File: src/rtl/wb_ram_loader.sv
// rtl/wb_ram_loader.sv - Wishbone loader giving the management core load/dump access to the program/data RAM banks
module wb_ram_loader #(
  parameter logic [31:0] BASE_ADDR = 32'h3000_0000,
  parameter int          READ_LAT  = 2
) (
  input  logic        wb_clk_i,
  input  logic        wb_rst_ni,
  input  logic        wbs_stb_i,
  input  logic        wbs_cyc_i,
  input  logic        wbs_we_i,
  input  logic [3:0]  wbs_sel_i,
  input  logic [31:0] wbs_dat_i,
  input  logic [31:0] wbs_adr_i,
  output logic        wbs_ack_o,
  output logic [31:0] wbs_dat_o,
  input  logic [15:0] data_from_mem,
  output logic        ld_active_o,
  output logic        cpu_hold_o,
  output logic        ld_en_o,
  output logic        ld_rw_o,
  output logic [11:0] ld_addr_o,
  output logic [15:0] ld_data_o
);

  typedef enum logic [1:0] {S_IDLE, S_ACCESS, S_WAIT, S_ACK} state_t;

  state_t      r_state;
  state_t      w_next;

  logic        r_hold;
  logic [15:0] r_wcount;
  logic        r_we;
  logic        r_sel_ok;
  logic [11:0] r_addr;
  logic [15:0] r_data;
  logic [2:0]  r_cnt;
  logic [31:0] r_dat_o;
  logic        r_reg_wr;
  logic        r_reg_idx;
  logic        r_reg_bit0;

  logic        w_hit;
  logic        w_is_reg;
  logic        w_en;
  logic        w_ack;
  logic        w_unused;

  assign w_hit    = wbs_cyc_i & wbs_stb_i & (wbs_adr_i[31:15] == BASE_ADDR[31:15]);
  assign w_is_reg = wbs_adr_i[14];
  assign w_unused = ^{wbs_sel_i[3:2], wbs_adr_i[1:0], wbs_dat_i[31:16]};

  always_ff @(posedge wb_clk_i) begin
    if (!wb_rst_ni) begin
      r_state <= S_IDLE;
    end else begin
      r_state <= w_next;
    end
  end

  // An abort drops back to IDLE from ACCESS or WAIT without ever reaching ACK.
  always_comb begin
    w_next = r_state;
    case (r_state)
      S_IDLE: begin
        if (w_hit) begin
          w_next = (!w_is_reg && r_hold) ? S_ACCESS : S_ACK;
        end
      end
      S_ACCESS: begin
        if (!wbs_cyc_i) begin
          w_next = S_IDLE;
        end else if (r_we) begin
          w_next = S_ACK;
        end else begin
          w_next = S_WAIT;
        end
      end
      S_WAIT: begin
        if (!wbs_cyc_i) begin
          w_next = S_IDLE;
        end else if (r_cnt == 3'd0) begin
          w_next = S_ACK;
        end
      end
      default: w_next = S_IDLE;
    endcase
  end

  always_comb begin
    w_en  = 1'b0;
    w_ack = 1'b0;
    case (r_state)
      S_ACCESS: w_en  = !r_we || r_sel_ok;
      S_ACK:    w_ack = 1'b1;
      default: ;
    endcase
  end

  // Register writes land on the ACK edge, so hold changes are seen only after the ack.
  always_ff @(posedge wb_clk_i) begin
    if (!wb_rst_ni) begin
      r_hold     <= 1'b0;
      r_wcount   <= 16'd0;
      r_we       <= 1'b0;
      r_sel_ok   <= 1'b0;
      r_addr     <= 12'd0;
      r_data     <= 16'd0;
      r_cnt      <= 3'd0;
      r_dat_o    <= 32'd0;
      r_reg_wr   <= 1'b0;
      r_reg_idx  <= 1'b0;
      r_reg_bit0 <= 1'b0;
    end else begin
      case (r_state)
        S_IDLE: begin
          if (w_hit) begin
            r_reg_wr <= 1'b0;
            if (w_is_reg) begin
              r_reg_wr   <= wbs_we_i;
              r_reg_idx  <= wbs_adr_i[2];
              r_reg_bit0 <= wbs_dat_i[0];
              if (!wbs_we_i) begin
                r_dat_o <= wbs_adr_i[2] ? {16'd0, r_wcount} : {31'd0, r_hold};
              end
            end else if (r_hold) begin
              r_addr   <= wbs_adr_i[13:2];
              r_data   <= wbs_dat_i[15:0];
              r_we     <= wbs_we_i;
              r_sel_ok <= |wbs_sel_i[1:0];
            end else begin
              r_dat_o <= 32'd0;
            end
          end
        end
        S_ACCESS: begin
          if (w_en && r_we) begin
            r_wcount <= r_wcount + 16'd1;
          end
          if (!r_we) begin
            r_cnt <= 3'(READ_LAT - 1);
          end
        end
        S_WAIT: begin
          if (r_cnt != 3'd0) begin
            r_cnt <= r_cnt - 3'd1;
          end else if (wbs_cyc_i) begin
            r_dat_o <= {16'd0, data_from_mem};
          end
        end
        S_ACK: begin
          if (r_reg_wr) begin
            if (r_reg_idx) begin
              r_wcount <= 16'd0;
            end else begin
              r_hold <= r_reg_bit0;
            end
            r_reg_wr <= 1'b0;
          end
        end
        default: ;
      endcase
    end
  end

  assign wbs_ack_o   = w_ack;
  assign wbs_dat_o   = r_dat_o;
  assign ld_en_o     = w_en;
  assign ld_rw_o     = r_we;
  assign ld_addr_o   = r_addr;
  assign ld_data_o   = r_data;
  assign ld_active_o = r_hold;
  assign cpu_hold_o  = r_hold;

endmodule

File: config.mk
export PLATFORM = sky130hd
export DESIGN_NAME = wb_ram_loader
export DESIGN_NICKNAME = d
export VERILOG_FILES = /design/src/rtl/wb_ram_loader.sv
export SDC_FILE = /design/constraint.sdc
export NUM_CORES = 1
export LEC_CHECK = 0
export CORE_MARGIN = 3
export CORE_UTILIZATION = 45
export CTS_CLUSTER_SIZE = 40
export DETAILED_ROUTE_END_ITERATION = 8
export GPL_TIMING_DRIVEN = 0
export PLACE_DENSITY_LB_ADDON = 0.12
export SLEW_MARGIN = 30
export SYNTH_ARGS = -nofsm -noshare
export SYNTH_HDL_FRONTEND = slang
export SYNTH_SLANG_ARGS = --single-unit
export TNS_END_PERCENT = 10
File: constraint.sdc
create_clock -name wb_clk_i -period 6.6 [get_ports wb_clk_i]
set_clock_uncertainty 0.15 [all_clocks]
set_input_delay 0.99 -clock wb_clk_i [delete_from_list [all_inputs] [get_ports wb_clk_i]]
set_output_delay 0.99 -clock wb_clk_i [all_outputs]
set_load 0.01 [all_outputs]
# After elaboration in Yosys (flattened, before gate mapping)

Cells that the tools add are included.

Flip-flop bits (word level): 87
Output and inout bits: 65
Word-level logic and storage cells: 81
Input port bits: 89

Mux-type cells: 27
Add/sub/neg operators: 2
Bitwise logic cells: 4
Reductions and logical operators: 21
Eq/ne operators: 15

Operator list:

| cell                    | number |
|---|---|
| $mux W32                | 6 |
| $mux W16                | 4 |
| $pmux W32 S2            | 1 |
| $pmux W16 S2            | 1 |
| $eq A17 B15 Y1 const B  | 1 |
| $add A16 B1 Y16 const B | 1 |
| $ne A2 B2 Y1 const B    | 8 |
| $mux W2                 | 5 |
| $ne A3 B3 Y1 const B    | 3 |
| $reduce_and A3 Y1       | 3 |
| $reduce_and A4 Y1       | 2 |
| $reduce_bool A2 Y1      | 4 |
| $mux W3                 | 2 |
| $pmux W2 S3             | 1 |
| $pmux W3 S2             | 1 |
| $reduce_and A6 Y1       | 1 |
| $mux W1                 | 5 |
| $eq A2 B2 Y1 const B    | 2 |
| $reduce_and A2 Y1       | 2 |
| $logic_not A3 Y1        | 1 |
| $reduce_bool A3 Y1      | 1 |
| $sub A3 B1 Y3 const B   | 1 |
| $and A1 B1 Y1           | 2 |
| $eq A2 B1 Y1 const B    | 1 |
| 7 further kinds         | 10 |

# Longest topological paths before layout

Gate-level depths: netlist of the first run.

Depth after elaboration: 6
Mapped depth: 9
Mapped depth without buffers: 7

# Least setup slack after synthesis of the first run

No wires, ideal clock.

Path kind: input port to flip-flop
Start point: in wbs_adr_i[19]
End point: reg r_sel_ok
Data required time: 6,371 ps
Arrival time: 2,752 ps
Slack: 3,618 ps
Path buffers: 1
Library setup time: 79 ps
Cell stages on the path: 6
Path through: or4_4 or3_4 nor4_4 buf_2 nor2_1 a211oi_2

Longest elaborated chain between the ends: 3

RTL lines:

| element                            | line | text |
|---|---|---|
| start, declared                    | 13   | `input logic [31:0] wbs_adr_i,` |
| $eq A17 B15 Y1                     | 48   | `assign w_hit = wbs_cyc_i & wbs_stb_i & (wbs_adr_i[31:15] == BASE_ADDR[31:15]);` |
| $and A1 B1 Y1                      | 48   |  |
| $reduce_and A4 Y1 (no source line) | --   |  |
| end signal, assigned               | 129  | `r_sel_ok <= \|wbs_sel_i[1:0];` |
| end, declared                      | 33   | `logic r_sel_ok;` |

Every way passes these cells.
A chain may end at the register's enable or synchronous reset.

# Final worst setup path of the first run

Start point: reg r_state[1]
End point: out ld_en_o

Longest elaborated chain between the ends: 2

RTL lines:

| element                | line | text |
|---|---|---|
| start, declared        | 27   | `state_t r_state;` |
| start signal, assigned | 56   | `r_state <= w_next;` |
| $eq A2 B1 Y1           | 92   | `case (r_state)` |
| $mux W1                | 92   |  |
| end, declared          | 19   | `output logic ld_en_o,` |

Every way passes these cells.

==> impl_metrics.csv, run 1 <==
group,metric,value,unit
clock_network,clock-root-buffer,"clkbuf_8",
detailed_routing,drt_iter0_drc,251,
clock_network,cts_max_path_buffers,2,
detailed_routing,drc,0,
yosys,ys_async_sr_fraction,0,%
yosys,yosysSeqAreaShare,42.4,%
setup_path,max_stage_delay,0.58,ns
die,rows,30,
timing,setup_viol,0,
layout,diodes,0,
setup_path,cp_slowest_cell,"clkdlybuf4s50_1",
power,leakage,1.79,nW
die,die-area,0.00852,mm^2
global_route,gr-total-overflow,0,
layout,final_common_cell,"clkdlybuf4s50_1",
detailed_routing,wl_per_cell,13.8,um
yosys,ys_ff_latch,71,
yosys,syn_area,0.00335,mm^2
detailed_routing,ant_nets,0,
timing,min_period,3.79,ns
yosys,syn_inst,428,
setup_path,timing.reg2reg.setup_slack,4.28,ns
placement,gp_congestion,0.875,
layout,drive_gt1_share,7.13,%
layout,final_nets,662,
timing,fmaxAchievable,264,MHz
yosys,synthDistinctLibCells,45,
timing,drv_slew,0,
clock_network,cts_tree,"done",
layout,post-route-util,69.4,%
layout,synthToLayoutAreaGrowth,45.4,%
yosys,synth_edf_count,0,
clock_network,clock-sinks,71,
die,die_x,92.3,um
die,core,0.00702,mm^2
timing,fin_tns_setup,0,ns
setup_path,worst_setup_path_end_kind,"output pin",
setup_path,crit_required,5.46,ns
detailed_routing,vias,3403,
timing,period_share,57.5,%
layout,mostFrequentLayoutCells,"116 x clkdlybuf4s50_1, 71 x dfxtp_1, 69 x nor2_1, 50 x nand2_1, 39 x o21ai_0",
setup_path,cp_common_cell,"clkbuf_1",
clock_network,post_cts_buffers,0,
placement,hpwlAfterDp,7.01,mm
setup_path,worst-setup-path-type,"reg2out",
placement,portBuffers,116,
job,cap_violations,0,
timing,grt_setup_unrepaired,"no",
yosys,synth_top_flop_cell,"dfxtp_1",
clock_network,cts_buffers,9,
power,power.density,176,mW/mm^2
detailed_routing,drtPass1Iterations,4,
clock_network,path_clk_slew,0.08,ns
setup_path,start_kind,"flip-flop",
outcome,outcome,"finished, final reports clean",
power,p_total,0.000857,W
die,start_util,47.7,%
yosys,syn_avg_cell_area,7.83,um^2
power,ir_worst_vdd,0.000128,V
yosys,synth_warnings,0,
timing,hold_viol,0,
setup_path,path_cells,"inv_1 > clkbuf_1 > clkbuf_1 > nand2_1 > a21oi_1 > clkdlybuf4s50_1",
global_route,grt_pass1_wl,15.0,mm
global_route,grt_max_degree,12,
worst_hold_path,hold_class,"reg2reg",
detailed_routing,viasPerCell,5.07,
clock_network,cts_hold_buf,0,
clock_network,cts_resized,0,
global_route,grt_pass1_vias,3190,
global_route,antenna_found_initial,0,
global_route,grt_usage,21.5,%
timing,max_slew_margin,48.7,%
setup_path,crit_arrival,2.65,ns
detailed_routing,routed_wl,9.24,mm
timing,tightest_slew,0.769,ns
die,die_h,92.3,um
die,io_pins,154,
clock_network,clock_latency,0.34,ns
clock_network,cts.htree.levels,3,
setup_path,crit_path_max_fanout,10,
[synth_stat cells, drive strengths merged (2+ instances only)]
master | instances | share of area [%]
inv | 9 | 1.0
nor4 | 4 | 1.2
a21oi | 27 | 4.0
nor3b | 2 | 0.45
and3 | 5 | 0.93
o21ai | 39 | 5.8
buf | 21 | 4.4
ha | 3 | 1.1
or4 | 2 | 0.56
nor3 | 6 | 0.90
clkbuf | 20 | 2.2
xnor2 | 9 | 2.4
nor2 | 69 | 7.7
xor2 | 2 | 0.52
and4 | 3 | 0.78
mux2i | 4 | 1.2
and3b | 2 | 0.52
nor2b | 2 | 0.37
nand2 | 50 | 5.6
o2bb2ai | 15 | 3.9
dfxtp | 71 | 42
or3 | 5 | 1.1
nand3b | 2 | 0.45
nand3 | 36 | 5.4
a22oi | 2 | 0.45
nand2b | 3 | 0.56
[registers in the layout, indices dropped and copies added, names as in the netlist]
register    count
ld_data_o      16
r_wcount       16
wbs_dat_o      16
ld_addr_o      12
r_cnt           3
r_state         2
cpu_hold_o      1
ld_rw_o         1
r_reg_bit0      1
r_reg_idx       1
r_reg_wr        1
r_sel_ok        1
[power breakdown]
group	switching (W)	internal, W	total (W)	leakage, nW
clock	0.000163	0.000176	0.000339	0.0916
sequential	0.000000228	0.000429	0.000429	0.572
combinational	0.0000375	0.0000515	0.0000890	1.12
[cells by family (layout without fill, tap and decap cells)]
family | Yosys count | count (layout) | synth area share, %
AND/OR/NAND/NOR | 194 | 194 | 27.2
AO/OA/AOI/OAI | 93 | 93 | 17.1
flip-flops | 71 | 71 | 42.4
buffers and inverters | 50 | 182 | 7.65
XOR/XNOR | 11 | 11 | 2.88
multiplexers | 5 | 5 | 1.53
adder cells (fa/ha/maj) | 3 | 3 | 1.12
other | 1 | 16 | 0.112
[critical path: cells and delay by family (launching register included)]
kind | cells | cell delay [ns]
flip-flops | 1 | 0.36
AO/OA/AOI/OAI | 1 | 0.21
AND/OR/NAND/NOR | 1 | 0.20
buffers and inverters | 4 | 1.55
[path summary, 6_finish.rpt]
kind | from | endpoint | cells after the start
max reg2reg | r_state[1]$_SDFFE_PN0P_ | wbs_dat_o[4]$_SDFFE_PN0P_ | 8
min | ld_data_o[11]$_SDFFE_PN0P_ | ld_data_o[11]$_SDFFE_PN0P_ | 2
max | r_state[1]$_SDFFE_PN0P_ | ld_en_o | 6
min reg2reg | ld_data_o[11]$_SDFFE_PN0P_ | ld_data_o[11]$_SDFFE_PN0P_ | 2
[metal layers]
layer  track usage [%]  vias to the layer above  part of all wire [%]  wire length, um
li1                  -                     1724                     -                -
met2              33.9                      119                    45             4140
met4              6.19                        0                   1.2              114
met1              28.4                     1550                    44             4100
met3              6.58                       10                   9.5              881
met5                 0                        -                     0                0
[through the flow]
stage	cells	hold WS [ns]	setup slack, ns	cell area, um^2
global placement	655	0.293	2.97	4690
CTS	671	0.314	2.85	4870
floorplan	443	0.288	3.62	3410
finish	671	0.310	2.81	4870
detailed placement	655	0.303	2.91	4690
global route	671	0.338	2.58	4870
[final cells by class]
class,instances,area (um^2)
fillers,602,2150
multi-input cells,322,1730
flip-flops and latches,71,1420
repair buffers,116,1160
plain buffers,41,223
clock buffers,13,139
well taps,96,120
clock inverters,3,43.8
inverters,9,33.8
No activity file was read; power rests on OpenSTA's default activity.
==> run 2, diff against run 1 <==
Settings changed: CORE_UTILIZATION 45 to 38.
Clock period 6.6 ns to 3.4 ns, I/O delays scaled along.
==> impl_metrics.csv, run 2 (synthesis gave the netlist of run 1 again) <==
group,metric,value,unit
outcome,outcome,"finished, final reports clean",
layout,nFillCells,783,
power,clock_power_share,43.6,%
clock_network,clock_latency,0.34,ns
global_route,antenna_found_initial,0,
timing,fin_tns_setup,0,ns
power,p_int,0.00139,W
clock_network,cts_tree,"done",
detailed_routing,viasPerCell,4.96,
clock_network,cts_max_path_buffers,2,
setup_path,worst-setup-path-type,"reg2out",
timing,hold_viol,0,
die,io_pins,154,
timing,drv_slew,0,
clock_network,post_cts_buffers,0,
power,leakage,1.81,nW
detailed_routing,wl_per_cell,14.0,um
die,core,0.00838,mm^2
detailed_routing,drtPass1Iterations,4,
layout,drive_gt1_share,8.00,%
power,seqPwrFrac,46.7,%
setup_path,crit_arrival,2.45,ns
detailed_routing,drt_iter0_drc,149,
clock_network,clock-root-buffer,"clkbuf_8",
global_route,grt_pass1_vias,3243,
die,rows,33,
timing,tightest_slew,0.831,ns
detailed_routing,routed_wl,9.49,mm
setup_path,cp_slowest_cell,"clkdlybuf4s50_1",
layout,final_nets,662,
job,cap_violations,0,
worst_hold_path,hold_class,"reg2reg",
timing,grt_setup_unrepaired,"no",
setup_path,crit_start,"r_state[1]$_SDFFE_PN0P_",
timing,period_share,91.4,%
global_route,grt_pass1_wl,15.6,mm
clock_network,cts.htree.levels,3,
clock_network,path_clk_slew,0.08,ns
detailed_routing,ant_nets,0,
die,die-area,0.00998,mm^2
power,p_total,0.00179,W
timing,setup_viol,0,
placement,gp_congestion,0.891,
clock_network,cts_resized,0,
placement,portBuffers,116,
detailed_routing,drc,0,
layout,stdcell_area,0.00493,mm^2
setup_path,max_stage_delay,0.57,ns
global_route,grt_usage,19.2,%
layout,seq_area,0.00142,mm^2
setup_path,crit_path_max_fanout,10,
layout,diodes,0,
setup_path,worst_setup_path_end_kind,"output pin",
timing,min_period,3.11,ns
die,start_util,40.0,%
setup_path,r2r_start,"r_state[1]$_SDFFE_PN0P_",
setup_path,crit_required,2.74,ns
global_route,gr-total-overflow,0,
clock_network,cts_hold_buf,0,
power,power.density,362,mW/mm^2
die,die_h,99.9,um
setup_path,reg2reg_depth,8,
setup_path,start_kind,"flip-flop",
placement,hpwlAfterDp,7.29,mm
setup_path,path_cells,"inv_1 > clkbuf_1 > clkbuf_2 > nand2_1 > a21oi_1 > clkdlybuf4s50_1",
setup_path,endpoint,"ld_en_o",
clock_network,clock-sinks,71,
timing,max_slew_margin,44.5,%
placement,placed_area,0.00470,mm^2
global_route,grt_max_degree,13,
die,die_x,99.9,um
layout,multi_input_area,0.00173,mm^2
power,ir_worst_vdd,0.000187,V
layout,final_common_cell,"clkdlybuf4s50_1",
layout,synthToLayoutAreaGrowth,47.2,%
worst_hold_path,whs_path_depth,2,
setup_path,timing.rr.end,"wbs_dat_o[2]$_SDFFE_PN0P_",
setup_path,timing.reg2reg.setup_slack,1.05,ns
power,pwr-share-comb,9.7,%
layout,mostFrequentLayoutCells,"116 x clkdlybuf4s50_1, 71 x dfxtp_1, 69 x nor2_1, 50 x nand2_1, 39 x o21ai_0",
power,switching_share,22.4,%
timing,fmaxAchievable,322,MHz
detailed_routing,vias,3374,
power,p_switching,0.000400,W
clock_network,cts_buffers,9,
## run 2: changes by cell type in the layout (fill, tap and decap cells not counted)
cell,before,now
clkinvlp_4,0,2
clkbuf_8,9,11
bufinv_16,1,2
clkinv_4,1,0
clkbuf_2,0,1
clkbuf_1,24,19
## run 2: worst min path at each step
stage	to	startpoint
after floorplan	r_reg_bit0$_SDFFE_PN0P_	r_reg_bit0$_SDFFE_PN0P_
after global placement	ld_data_o[4]$_SDFFE_PN0P_	ld_data_o[4]$_SDFFE_PN0P_
after detailed placement	ld_addr_o[9]$_SDFFE_PN0P_	ld_addr_o[9]$_SDFFE_PN0P_
after CTS	ld_data_o[1]$_SDFFE_PN0P_	ld_data_o[1]$_SDFFE_PN0P_
after global routing	ld_data_o[8]$_SDFFE_PN0P_	ld_data_o[8]$_SDFFE_PN0P_
final	ld_data_o[1]$_SDFFE_PN0P_	ld_data_o[1]$_SDFFE_PN0P_
## run 2: per-stage QoR
stage          util, %  hold WS [ns]  setup slack, ns  std cells
6_report          58.8         0.311            0.292        680
2_1_floorplan        -         0.288            0.898        443
4_1_cts           58.8         0.315           0.0978        680
3_3_place_gp      56.1         0.294            0.262        664
5_1_grt           58.8         0.328            0.111        680
3_5_place_dp      56.1         0.304            0.192        664
## run 2: worst max-delay path, delay by kind of cell (launching register included)
family                 cells  cell delay (ns)
AND/OR/NAND/NOR            1             0.16
flip-flops                 1             0.36
AO/OA/AOI/OAI              1             0.16
buffers and inverters      4             1.42
## run 2: final cells by class
| cell class | count | area share, % |
|---|---|---|
| multi-input combinational | 322 | 35.1 |
| sequential | 71 | 28.8 |
| timing repair buffer | 116 | 23.5 |
| buffer | 41 | 4.54 |
| clock buffer | 11 | 3.07 |
| tap | 105 | 2.66 |
| clock inverter | 5 | 1.62 |
| inverter | 9 | 0.685 |
## run 2: power by group through the flow
stage	sequential [W]	clock (W)	combinational [W]
finish	0.000833	0.000778	0.000174
floorplan	0.000853	0	0.0000761
global route	0.000834	0.000827	0.000191
detailed placement	0.000853	0	0.000173
CTS	0.000833	0.000787	0.000173
global placement	0.000853	0	0.000172
## run 2: routing by layer
layer / global-route usage (%) / share of wire [%]
met1: 26.4 / 47
met2: 29.9 / 46
met3: 4.31 / 6.2
met4: 6.51 / 0.83
met5: 0 / 0
==> run 3, diff against run 2 <==
Settings changed: CORE_MARGIN 3 to unset.
==> impl_metrics.csv, run 3 (synthesis gave the netlist of run 1 again) <==
group,metric,value,unit
global_route,grt_max_degree,12,
outcome,outcome,"finished, final reports clean",
timing,hold_viol,0,
placement,dpl.cell_count,664,
clock_network,post_cts_buffers,0,
setup_path,crit_path_max_fanout,10,
timing,grt_setup_unrepaired,"no",
clock_network,cts_buffers,9,
setup_path,r2r_start,"r_state[1]$_SDFFE_PN0P_",
setup_path,worst_setup_path_end_kind,"output pin",
layout,mostFrequentLayoutCells,"116 x clkdlybuf4s50_1, 71 x dfxtp_1, 69 x nor2_1, 50 x nand2_1, 39 x o21ai_0",
worst_hold_path,hp-start,"ld_data_o[8]$_SDFFE_PN0P_",
worst_hold_path,whs_path_depth,2,
die,die_h,95.9,um
timing,setup_viol,0,
die,core,0.00838,mm^2
layout,drive_gt1_share,7.65,%
detailed_routing,viasPerCell,5.01,
clock_network,path_clk_slew,0.07,ns
die,die_x,95.9,um
timing,fin_ws,0.267,ns
detailed_routing,ant_nets,0,
detailed_routing,drtPass1Iterations,4,
power,leakage,1.81,nW
layout,stdcell_area,0.00492,mm^2
layout,synthToLayoutAreaGrowth,47.0,%
global_route,grt_usage,20.9,%
power,ir_worst_vdd,0.000201,V
placement,placed_area,0.00470,mm^2
setup_path,crit_arrival,2.47,ns
clock_network,clock-root-buffer,"clkbuf_8",
die,io_pins,154,
setup_path,reg2reg_depth,8,
clock_network,cts_max_path_buffers,2,
setup_path,crit_required,2.74,ns
clock_network,cts_tree,"done",
clock_network,clock-sinks,71,
detailed_routing,drc,0,
timing,drv_slew,0,
setup_path,start_kind,"flip-flop",
placement,post-place-ws,0.226,ns
timing,period_share,92.2,%
detailed_routing,drt_iter0_drc,172,
die,die-area,0.00920,mm^2
layout,diodes,0,
timing,min_period,3.13,ns
die,rows,33,
timing,max_slew_margin,49.1,%
timing,fmaxAchievable,319,MHz
placement,gp_congestion,0.828,
layout,final_common_cell,"clkdlybuf4s50_1",
detailed_routing,wl_per_cell,13.3,um
setup_path,timing.rr.end,"wbs_dat_o[14]$_SDFFE_PN0P_",
job,cap_violations,0,
layout,final_nets,662,
layout,layout.cells.non_filler,680,
placement,portBuffers,116,
placement,hpwlAfterDp,6.95,mm
global_route,antenna_found_initial,0,
worst_hold_path,hold_path_end,"ld_data_o[8]$_SDFFE_PN0P_",
global_route,grt_pass1_wl,14.8,mm
setup_path,timing.reg2reg.setup_slack,1.09,ns
timing,tightest_slew,0.762,ns
global_route,gr-total-overflow,0,
detailed_routing,routed_wl,9.07,mm
global_route,grt_pass1_vias,3137,
timing,fin_tns_setup,0,ns
detailed_routing,vias,3406,
worst_hold_path,hold_class,"reg2reg",
setup_path,worst-setup-path-type,"reg2out",
clock_network,cts.htree.levels,3,
clock_network,clock_latency,0.34,ns
die,start_util,40.0,%
power,power.density,360,mW/mm^2
==> run 3: stage by stage <==
stage / hold slack, ns / util, % / total power [W]
final: 0.312 / 58.8 / 0.00177
after CTS: 0.313 / 58.7 / 0.00179
after detailed placement: 0.302 / 56.1 / 0.00103
after global routing: 0.331 / 58.8 / 0.00184
after global placement: 0.294 / 56.1 / 0.00102
after floorplan: 0.288 / - / 0.000929
==> run 3: how the worst max path moves through the flow <==
stage / to / depth (start not counted) / slack, ns / startpoint
floorplan: r_sel_ok$_SDFFE_PN0P_ / 6 / 0.90 / wbs_adr_i[19]
global placement: ld_data_o[1]$_SDFFE_PN0P_ / 6 / 0.28 / wbs_adr_i[19]
detailed placement: ld_data_o[13]$_SDFFE_PN0P_ / 6 / 0.23 / wbs_adr_i[26]
CTS: ld_en_o / 6 / 0.1 / r_state[1]$_SDFFE_PN0P_
global route: ld_en_o / 6 / 0.10 / r_state[1]$_SDFFE_PN0P_
finish: ld_en_o / 6 / 0.27 / r_state[1]$_SDFFE_PN0P_
==> run 3: layout make-up <==
cell class / instances / area (um^2)
Clock inverter: 3 / 65.1
Buffer: 41 / 224
Clock buffer: 13 / 159
Inverter: 9 / 33.8
Tap cell: 105 / 131
Fill cell: 811 / 3460
Timing Repair Buffer: 116 / 1160
Multi-Input combinational cell: 322 / 1730
Sequential cell: 71 / 1420
==> run 3: metal layers <==
| layer | global-route usage, % | share of wire (%) |
|---|---|---|
| met1 | 27.9 | 46 |
| met2 | 33.2 | 44 |
| met3 | 3.63 | 7.1 |
| met4 | 8.83 | 1.9 |
| met5 | 0 | 0 |
==> run 3: power breakdown <==
group / leakage, nW / internal [W] / switching [W]
Clock: 0.114 / 0.000453 / 0.000310
Combinational: 1.13 / 0.000100 / 0.0000737
Sequential: 0.572 / 0.000833 / 0.000000912
==> run 3: worst max-delay path, cell delays in order (launching register included) <==
cell and delay [ns]:
dfxtp_1 0.35, inv_1 0.13, clkbuf_1 0.40, clkbuf_2 0.35, nand2_1 0.16, a21oi_1 0.18
clkdlybuf4s50_1 0.57
==> run 3: repair_timing <==
item,CTS,global route
endpoints found under the setup margin,0,1
gates resized for setup,0,2
hold buffers,0,0
